[config.mk]
export PLATFORM = sky130hd
export DESIGN_NAME = regfile_read_port
export DESIGN_NICKNAME = d
export VERILOG_FILES = /design/src/rtl/regfile_read_port.sv
export SDC_FILE = /design/constraint.sdc
export NUM_CORES = 1
export LEC_CHECK = 0
export CELL_PAD_IN_SITES_DETAIL_PLACEMENT = 1
export CELL_PAD_IN_SITES_GLOBAL_PLACEMENT = 1
export CORE_AREA = 2 2 451 453
export CTS_CLUSTER_SIZE = 16
export DETAILED_ROUTE_END_ITERATION = 10
export DIE_AREA = 0 0 453 455
export GPL_ROUTABILITY_DRIVEN = 0
export PLACE_DENSITY_LB_ADDON = 0.1
export SLEW_MARGIN = 20
export SYNTH_ARGS = -nofsm -noshare
export SYNTH_HDL_FRONTEND = slang
export SYNTH_SLANG_ARGS = --single-unit
[constraint.sdc]
create_clock -name clk -period 3.3 [get_ports clk]
set_input_delay 0.495 -clock clk [delete_from_list [all_inputs] [get_ports clk]]
set_output_delay 0.495 -clock clk [all_outputs]
set_load 0.02 [all_outputs]
[src/rtl/regfile_read_port.sv]
// rtl/regfile_read_port.sv - dual-operand read port for the 32x32 register bank
//
// Purpose:
//   Accepts (ra, rb) read requests over a valid/ready handshake and returns
//   both operands two cycles after acceptance. A write landing in the same
//   edge that samples an operand is forwarded, so the reader sees the new
//   value. Register 0 can be hard-wired to zero.
//
// Ports:
//   clk        rising-edge clock
//   rst        asynchronous reset, active-high
//   q_flat     register contents {Q(NREGS-1),...,Q0}, Qn = q_flat[n*WIDTH +: WIDTH]
//   regwrite   a write to the bank commits at this clock edge
//   wr_addr    index of the register being written
//   wr_data    data being written
//   req_valid  read request present
//   req_ready  port can accept a request this cycle
//   ra, rb     operand A / B register indices
//   rsp_valid  response present
//   rsp_ready  consumer accepts the response
//   rsp_a      operand A data
//   rsp_b      operand B data
//   rsp_fwd    [0]: A was forwarded, [1]: B was forwarded

module regfile_read_port #(
  parameter int WIDTH   = 32,
  parameter int NREGS   = 32,
  parameter int ZERO_R0 = 1,
  localparam int AW     = $clog2(NREGS)
) (
  input  logic                   clk,
  input  logic                   rst,
  input  logic [NREGS*WIDTH-1:0] q_flat,
  input  logic                   regwrite,
  input  logic [AW-1:0]          wr_addr,
  input  logic [WIDTH-1:0]       wr_data,
  input  logic                   req_valid,
  output logic                   req_ready,
  input  logic [AW-1:0]          ra,
  input  logic [AW-1:0]          rb,
  output logic                   rsp_valid,
  input  logic                   rsp_ready,
  output logic [WIDTH-1:0]       rsp_a,
  output logic [WIDTH-1:0]       rsp_b,
  output logic [1:0]             rsp_fwd
);

  // Stage 1: captured request indices.
  logic          r_v1;
  logic [AW-1:0] r_ra1;
  logic [AW-1:0] r_rb1;

  // Stage 2: response registers.
  logic             r_v2;
  logic [WIDTH-1:0] r_rsp_a;
  logic [WIDTH-1:0] r_rsp_b;
  logic [1:0]       r_rsp_fwd;

  logic w_adv2;
  logic w_adv1;
  logic w_accept;

  logic [WIDTH-1:0] w_data_a;
  logic [WIDTH-1:0] w_data_b;
  logic             w_fwd_a;
  logic             w_fwd_b;

  // S2 can take new data when it is empty or its contents leave this cycle;
  // S1 moves forward only when it holds something and S2 can take it.
  assign w_adv2    = !r_v2 || rsp_ready;
  assign w_adv1    = r_v1 && w_adv2;
  assign req_ready = !r_v1 || w_adv2;
  assign w_accept  = req_valid && req_ready;

  // Operand selection for the indices sitting in S1. Priority: hard zero
  // for R0, then a same-edge write (forwarded), then the bank contents.
  always_comb begin
    w_data_a = q_flat[int'(r_ra1)*WIDTH +: WIDTH];
    w_fwd_a  = 1'b0;
    if ((ZERO_R0 != 0) && (r_ra1 == '0)) begin
      w_data_a = '0;
    end else if (regwrite && (wr_addr == r_ra1)) begin
      w_data_a = wr_data;
      w_fwd_a  = 1'b1;
    end
  end

  always_comb begin
    w_data_b = q_flat[int'(r_rb1)*WIDTH +: WIDTH];
    w_fwd_b  = 1'b0;
    if ((ZERO_R0 != 0) && (r_rb1 == '0)) begin
      w_data_b = '0;
    end else if (regwrite && (wr_addr == r_rb1)) begin
      w_data_b = wr_data;
      w_fwd_b  = 1'b1;
    end
  end

  always_ff @(posedge clk or posedge rst) begin
    if (rst) begin
      r_v1 <= 1'b0;
      r_ra1 <= '0;
      r_rb1 <= '0;
    end else begin
      r_v1 <= w_accept || (r_v1 && !w_adv2);
      if (w_accept) begin
        r_ra1 <= ra;
        r_rb1 <= rb;
      end
    end
  end

  // Data registers load only when S1 advances; a stalled response is a
  // snapshot and is deliberately not refreshed by later writes.
  always_ff @(posedge clk or posedge rst) begin
    if (rst) begin
      r_v2      <= 1'b0;
      r_rsp_a   <= '0;
      r_rsp_b   <= '0;
      r_rsp_fwd <= 2'b00;
    end else begin
      r_v2 <= w_adv1 || (r_v2 && !rsp_ready);
      if (w_adv1) begin
        r_rsp_a   <= w_data_a;
        r_rsp_b   <= w_data_b;
        r_rsp_fwd <= {w_fwd_b, w_fwd_a};
      end
    end
  end

  assign rsp_valid = r_v2;
  assign rsp_a     = r_rsp_a;
  assign rsp_b     = r_rsp_b;
  assign rsp_fwd   = r_rsp_fwd;

endmodule

Yosys cells after proc, flatten, opt, wreduce, memory -nomap -nowiden
Index checks and enable logic that the tools add are counted.

storage, ports and cells
  flip-flop bits (word level) = 78
  input port bits = 1076
  output and inout bits = 68
  word-level logic and storage cells = 35

operators by class
  equal/unequal tests = 2
  shift operators = 2
  muxes and demuxes = 8
  reductions and logical operators = 16

operators by type and width
  operator                                                   count
  1024-bit by 11-bit indexed part select with 32-bit output  2
  32-bit 2-to-1 mux                                          4
  5-bit == test                                              2
  5-bit logical NOT                                          2
  1-bit logical AND                                          6
  1-bit logical NOT                                          4
  1-bit logical OR                                           4
  1-bit 2-to-1 mux                                           4

Longest topological paths before layout
  word-level depth = 5
  depth in mapped cells = 10
  mapped depth without buffers = 5

Worst setup path after synthesis
OpenSTA, ideal clock, no wires.

  path type = reg2reg
  from = reg r_ra1[1]
  to = reg r_rsp_a[29] (netlist: rsp_a[29])
  setup time = 0.126 ns
  arrival time = 2.157 ns
  required time = 3.174 ns
  slack = 1.017 ns
  cell stages (with the launch flop) = 8
  buffers on the path = 2
  period minus slack after synthesis = 2.283 ns
  path through = dfrtp_1 -> buf_1 -> clkbuf_1 -> mux4_2 -> mux4_2 -> clkinv_1 -> o32ai_1 -> a221o_1

between the ends
  word-level cells in the longest chain between the ends = 4
  elaborated cells on any way between the ends = 6
  classes of those cells = 1 x eq/ne; 1 x shift; 2 x mux; 2 x reduce/logical

RTL lines
  what                                                                                                               line  RTL
  start, declared                                                                                                    50    logic [AW-1:0] r_ra1;
  start signal, assigned                                                                                             107   r_ra1 <= ra;
  parallel branches: the longest is 3 deep, another holds 1024-bit by 11-bit indexed part select with 32-bit output  --
  32-bit 2-to-1 mux (*)                                                                                              80    if ((ZERO_R0 != 0) && (r_ra1 == '0)) begin
  end signal, assigned                                                                                               124   r_rsp_a <= w_data_a;
  end, declared                                                                                                      55    logic [WIDTH-1:0] r_rsp_a;

Every way passes the cells marked *.
A chain may end at the register's enable or synchronous reset.

Worst setup path after layout
  from = reg r_ra1[0]
  to = reg r_rsp_a[1] (netlist: rsp_a[1])

The elaborated chain is that of the path after synthesis.

==> key figures <==
Route
  – Total length of routed wires: between 150 and 200 mm
  – Top Metal Used: met5
  – Number of remaining DRC errors: 0
  – Via count: between 20000 and 25000
  – WL/cell: 34.5 um
  – Vias per cell: 4.04
  – WL met1: between 70 and 80 mm
  – WL met2: 94.0 mm
  – Antenna-violating nets left: 0
  – Met3 Wirelength: around 8.6 mm
  – Detailed router's first-iteration violation count: roughly 1100
  – Number of iterations in the first detailed-routing pass: 5

Setup path
  – R2r setup slk: approximately 330 ps
  – Worst Setup SP: r_ra1[0]$_DFFE_PP0P_
  – Worst EP arrival: ~3300 ps
  – Worst R2R Path Depth: 8
  – Worst R2R End: rsp_a[1]$_DFFE_PP0P_
  – Worst R2R Start: r_ra1[0]$_DFFE_PP0P_
  – CP Launch Type: flip-flop
  – Critical Path Sink Type: flip-flop
  – CP Max Fanout: 12
  – CP endpoint: rsp_a[1]$_DFFE_PP0P_
  – CP Data Required Time: approximately 3600 ps
  – Worst setup path category: reg2reg

CTS
  – Longest Clk Path Bufs: 2
  – Number of post-CTS setup repair buffers: 0
  – Num CTS Buffers: 9
  – Reg clk slew, reported paths: 70 ps
  – Clock Sink Count: between 70 and 80
  – CTS tree: built
  – Root buffer cell: clkbuf_16
  – Clk Latency, worst-skew pair: 400 ps
  – Htree depth: 3

Power and ir drop
  – P_sw: just over 6000 uW
  – Sequential share of power: 12.1%
  – Max rail drop VDD: approximately 270 uV
  – Pleak: roughly 0.012 uW
  – Clk pwr share: about a tenth
  – Logic pwr share: 78.4%
  – Cell internal pwr: between 7000 and 8000 uW
  – Sw Ratio: a little under half
  – PwrDens: between 300 and 400 nW/um2

Die
  – Die height: between 400 and 500 um
  – DIE WIDTH: approximately 450 um
  – Initial Utilization: around 9.7%
  – Die area: about 210000 um2
  – # rows: 165
  – I/O pin count: between 1000 and 1500
  – Core area: between 200000 and 250000 um2

Synthesis
  – Yosys Warn Count: 0
  – Multiplexer share of the synthesized area: roughly 67%
  – Synthesized area: about 20000 um2
  – Xor-xnor portion of the synthesized cell area: less than 1%
  – Syn nets: 2592
  – Number of flops mapped to enable cells by yosys: 0
  – Main combinational cell family by area after synthesis: multiplexers
  – Post-Syn Instances: around 1500
  – Asr flop ratio synth: between 90% and 100%
  – Compound-gate portion of the synthesized area: 11.8%
  – Sequential element share of the synthesized area: under 10%
  – Top FF cell, synth: dfrtp_1
  – Distinct cells, synth: 37
  – Synth Area in Adders: 0%
  – Simple-Gate Fraction of Synth Area: 4.86%
  – Synth Register Bits: 78
  – Avg Cell Area, Syn: about 13 um2

STA
  – Worst Max-Slew Pin Slew: 989 ps
  – Final Cycle Share: about nine tenths
  – Fin worst setup slack: between 300 and 400 ps
  – Clock Skews: between 15 and 20 ps
  – Final Hold Fails: 0
  – Final setup vio count: 0
  – Fmax: 337 MHz
  – Minimum clock period: roughly 3000 ps
  – Max-slew violation count: 0
  – RSZ-0062 raised after global routing: no
  – Max_slew headroom: 34.1%

Placed design
  – Worst slack at placement: -56.2 ps
  – Port bufs: around 1100
  – Cell Count Post-Placement: ~5300
  – DP HPWL: 156 mm

GRT
  – Total grt overflow: 0
  – GR Util All Layers: 17.0%
  – Vias in the first global route: around 24000
  – Largest net degree at the start of global routing: between 60 and 70
  – First-pass GRT wire length: 237 mm
  – Initial antenna violation count: 80

Layout
  – Area Growth Syn to Fin: 80.9%
  – Filler cell count: roughly 23000
  – Register area: around 2000 um2
  – Share of layout cells above drive strength 1: between 20 and 30%
  – Post-route insts no fill: ~5300
  – Area of the multi-input gates: about 17000 um2
  – Final net count: ~3700

Job
  – MaxCap Viol Count: 0

Hold path
  – Worst min path class: in2async

Outcome
  – Status: complete, no violations
==> power groups by stage <==
stage | Clock, uW | Combinational, uW | Sequential [uW]
2_1_floorplan | 0 | 4740 | 1820
3_3_place_gp | 0 | 10500 | 1610
3_5_place_dp | 0 | 10600 | 1610
4_1_cts | 1330 | 10700 | 1600
5_1_grt | 1340 | 10900 | 1630
6_report | 1250 | 10300 | 1590
==> how the worst min path moves through the flow <==
stage                                 from                     end  slack (ps)  depth (start not counted)
floorplan                   r_v1$_DFF_PP0_     rsp_valid$_DFF_PP0_         470                          2
global placement    rsp_fwd[1]$_DFFE_PP0P_  rsp_fwd[1]$_DFFE_PP0P_         470                          1
detailed placement  rsp_fwd[0]$_DFFE_PP0P_  rsp_fwd[0]$_DFFE_PP0P_         470                          1
CTS                                    rst    rsp_b[8]$_DFFE_PP0P_         480                          2
global route        rsp_fwd[0]$_DFFE_PP0P_  rsp_fwd[0]$_DFFE_PP0P_         510                          1
finish                                 rst    rsp_a[5]$_DFFE_PP0P_         490                          2
==> layout make-up <==
cell class	instances	share of cell area, %
multi-input combinational	1199	47.0
timing repair buffer	1276	36.4
tap	2672	9.44
sequential	78	5.59
clock buffer	9	0.636
inverter	35	0.378
clock inverter	7	0.318
antenna	35	0.247
==> worst max-delay path: stages, from the launching register on <==
cell      delay (ps)
dfrtp_4          480
buf_12           170
buf_4            290
mux4_2           570
nor2b_1          160
a211oi_2         610
buf_4            220
o32ai_1           70
a221o_1          260
==> cell usage after synthesis, types with 4 or more instances <==
cell        n  area share [%]
a211o_1    33             1.5
a211oi_1   32             1.2
a221o_1    32             1.6
a22oi_1    63             2.4
and2_1     31            0.99
buf_1      23            0.44
buf_2      60             1.5
buf_4       6            0.23
buf_6      10            0.58
clkbuf_1  105             2.0
clkinv_1   31            0.59
dfrtp_1    78              10
mux2_2     11            0.63
mux2i_1   220              11
mux4_2    483              56
nand2_1    70             1.3
nand4_1    33             1.1
nor2_1      4           0.077
nor2b_1    36             1.2
o211a_1    31             1.6
o21ai_1    29            0.74
o22ai_1    31            0.99
o32ai_1    31             1.4
xnor2_1    10            0.45
==> flip-flops by register name, summed over array words and instances (netlist names) <==
register,cells
r_rb1,5
rsp_a,32
rsp_valid,1
rsp_b,32
rsp_fwd,2
r_v1,1
r_ra1,5
==> layout by cell type (no fill, tap or decap), drive strengths merged, types with 9 or more instances in the layout <==
cell           count
o21ai             31
o211a             31
clkbuf             9
dfrtp             78
a211oi            32
a221o             32
mux4             483
o32ai             31
a22oi             63
xnor2             10
o22ai             31
buf              133
diode             35
mux2              11
a211o             33
clkdlybuf4s50   1143
clkinv            34
nand4             33
mux2i            220
and2              33
nor2b             36
nand2             70
==> per-layer routing <==
layer,GRT usage [%],up-vias
met2,30.6,790
met4,2.82,36
met5,0,-
met3,2.78,146
li1,-,8929
met1,21.5,11545
==> through the flow <==
step / total power, uW / utilization [%] / hold WS [ps] / area, um2 / setup TNS, ps
3_5_place_dp: 12200 / 17.4 / 473 / 35000 / -56.2
3_3_place_gp: 12200 / 17.4 / 467 / 35000 / -319
4_1_cts: 13600 / 17.6 / 482 / 35300 / 0
5_1_grt: 13900 / 17.6 / 513 / 35400 / 0
2_1_floorplan: 6560 / - / 474 / 19600 / 0
6_report: 13200 / 17.6 / 487 / 35400 / 0
==> timing repair <==
item	4_1_cts	5_1_grt
gates resized for setup	1	0
setup endpoints to repair	1	0
hold buffers	0	0
==> cell families (layout without fill, tap and decap cells) <==
logic type / after synthesis / in the layout
mux: 714 / 714
compound gates: 293 / 293
buf+inv: 239 / 1327
simple gates: 182 / 182
flops: 78 / 78
xor+xnor: 10 / 10
other cells: 0 / 35
Power figures use the tool's default switching activity.
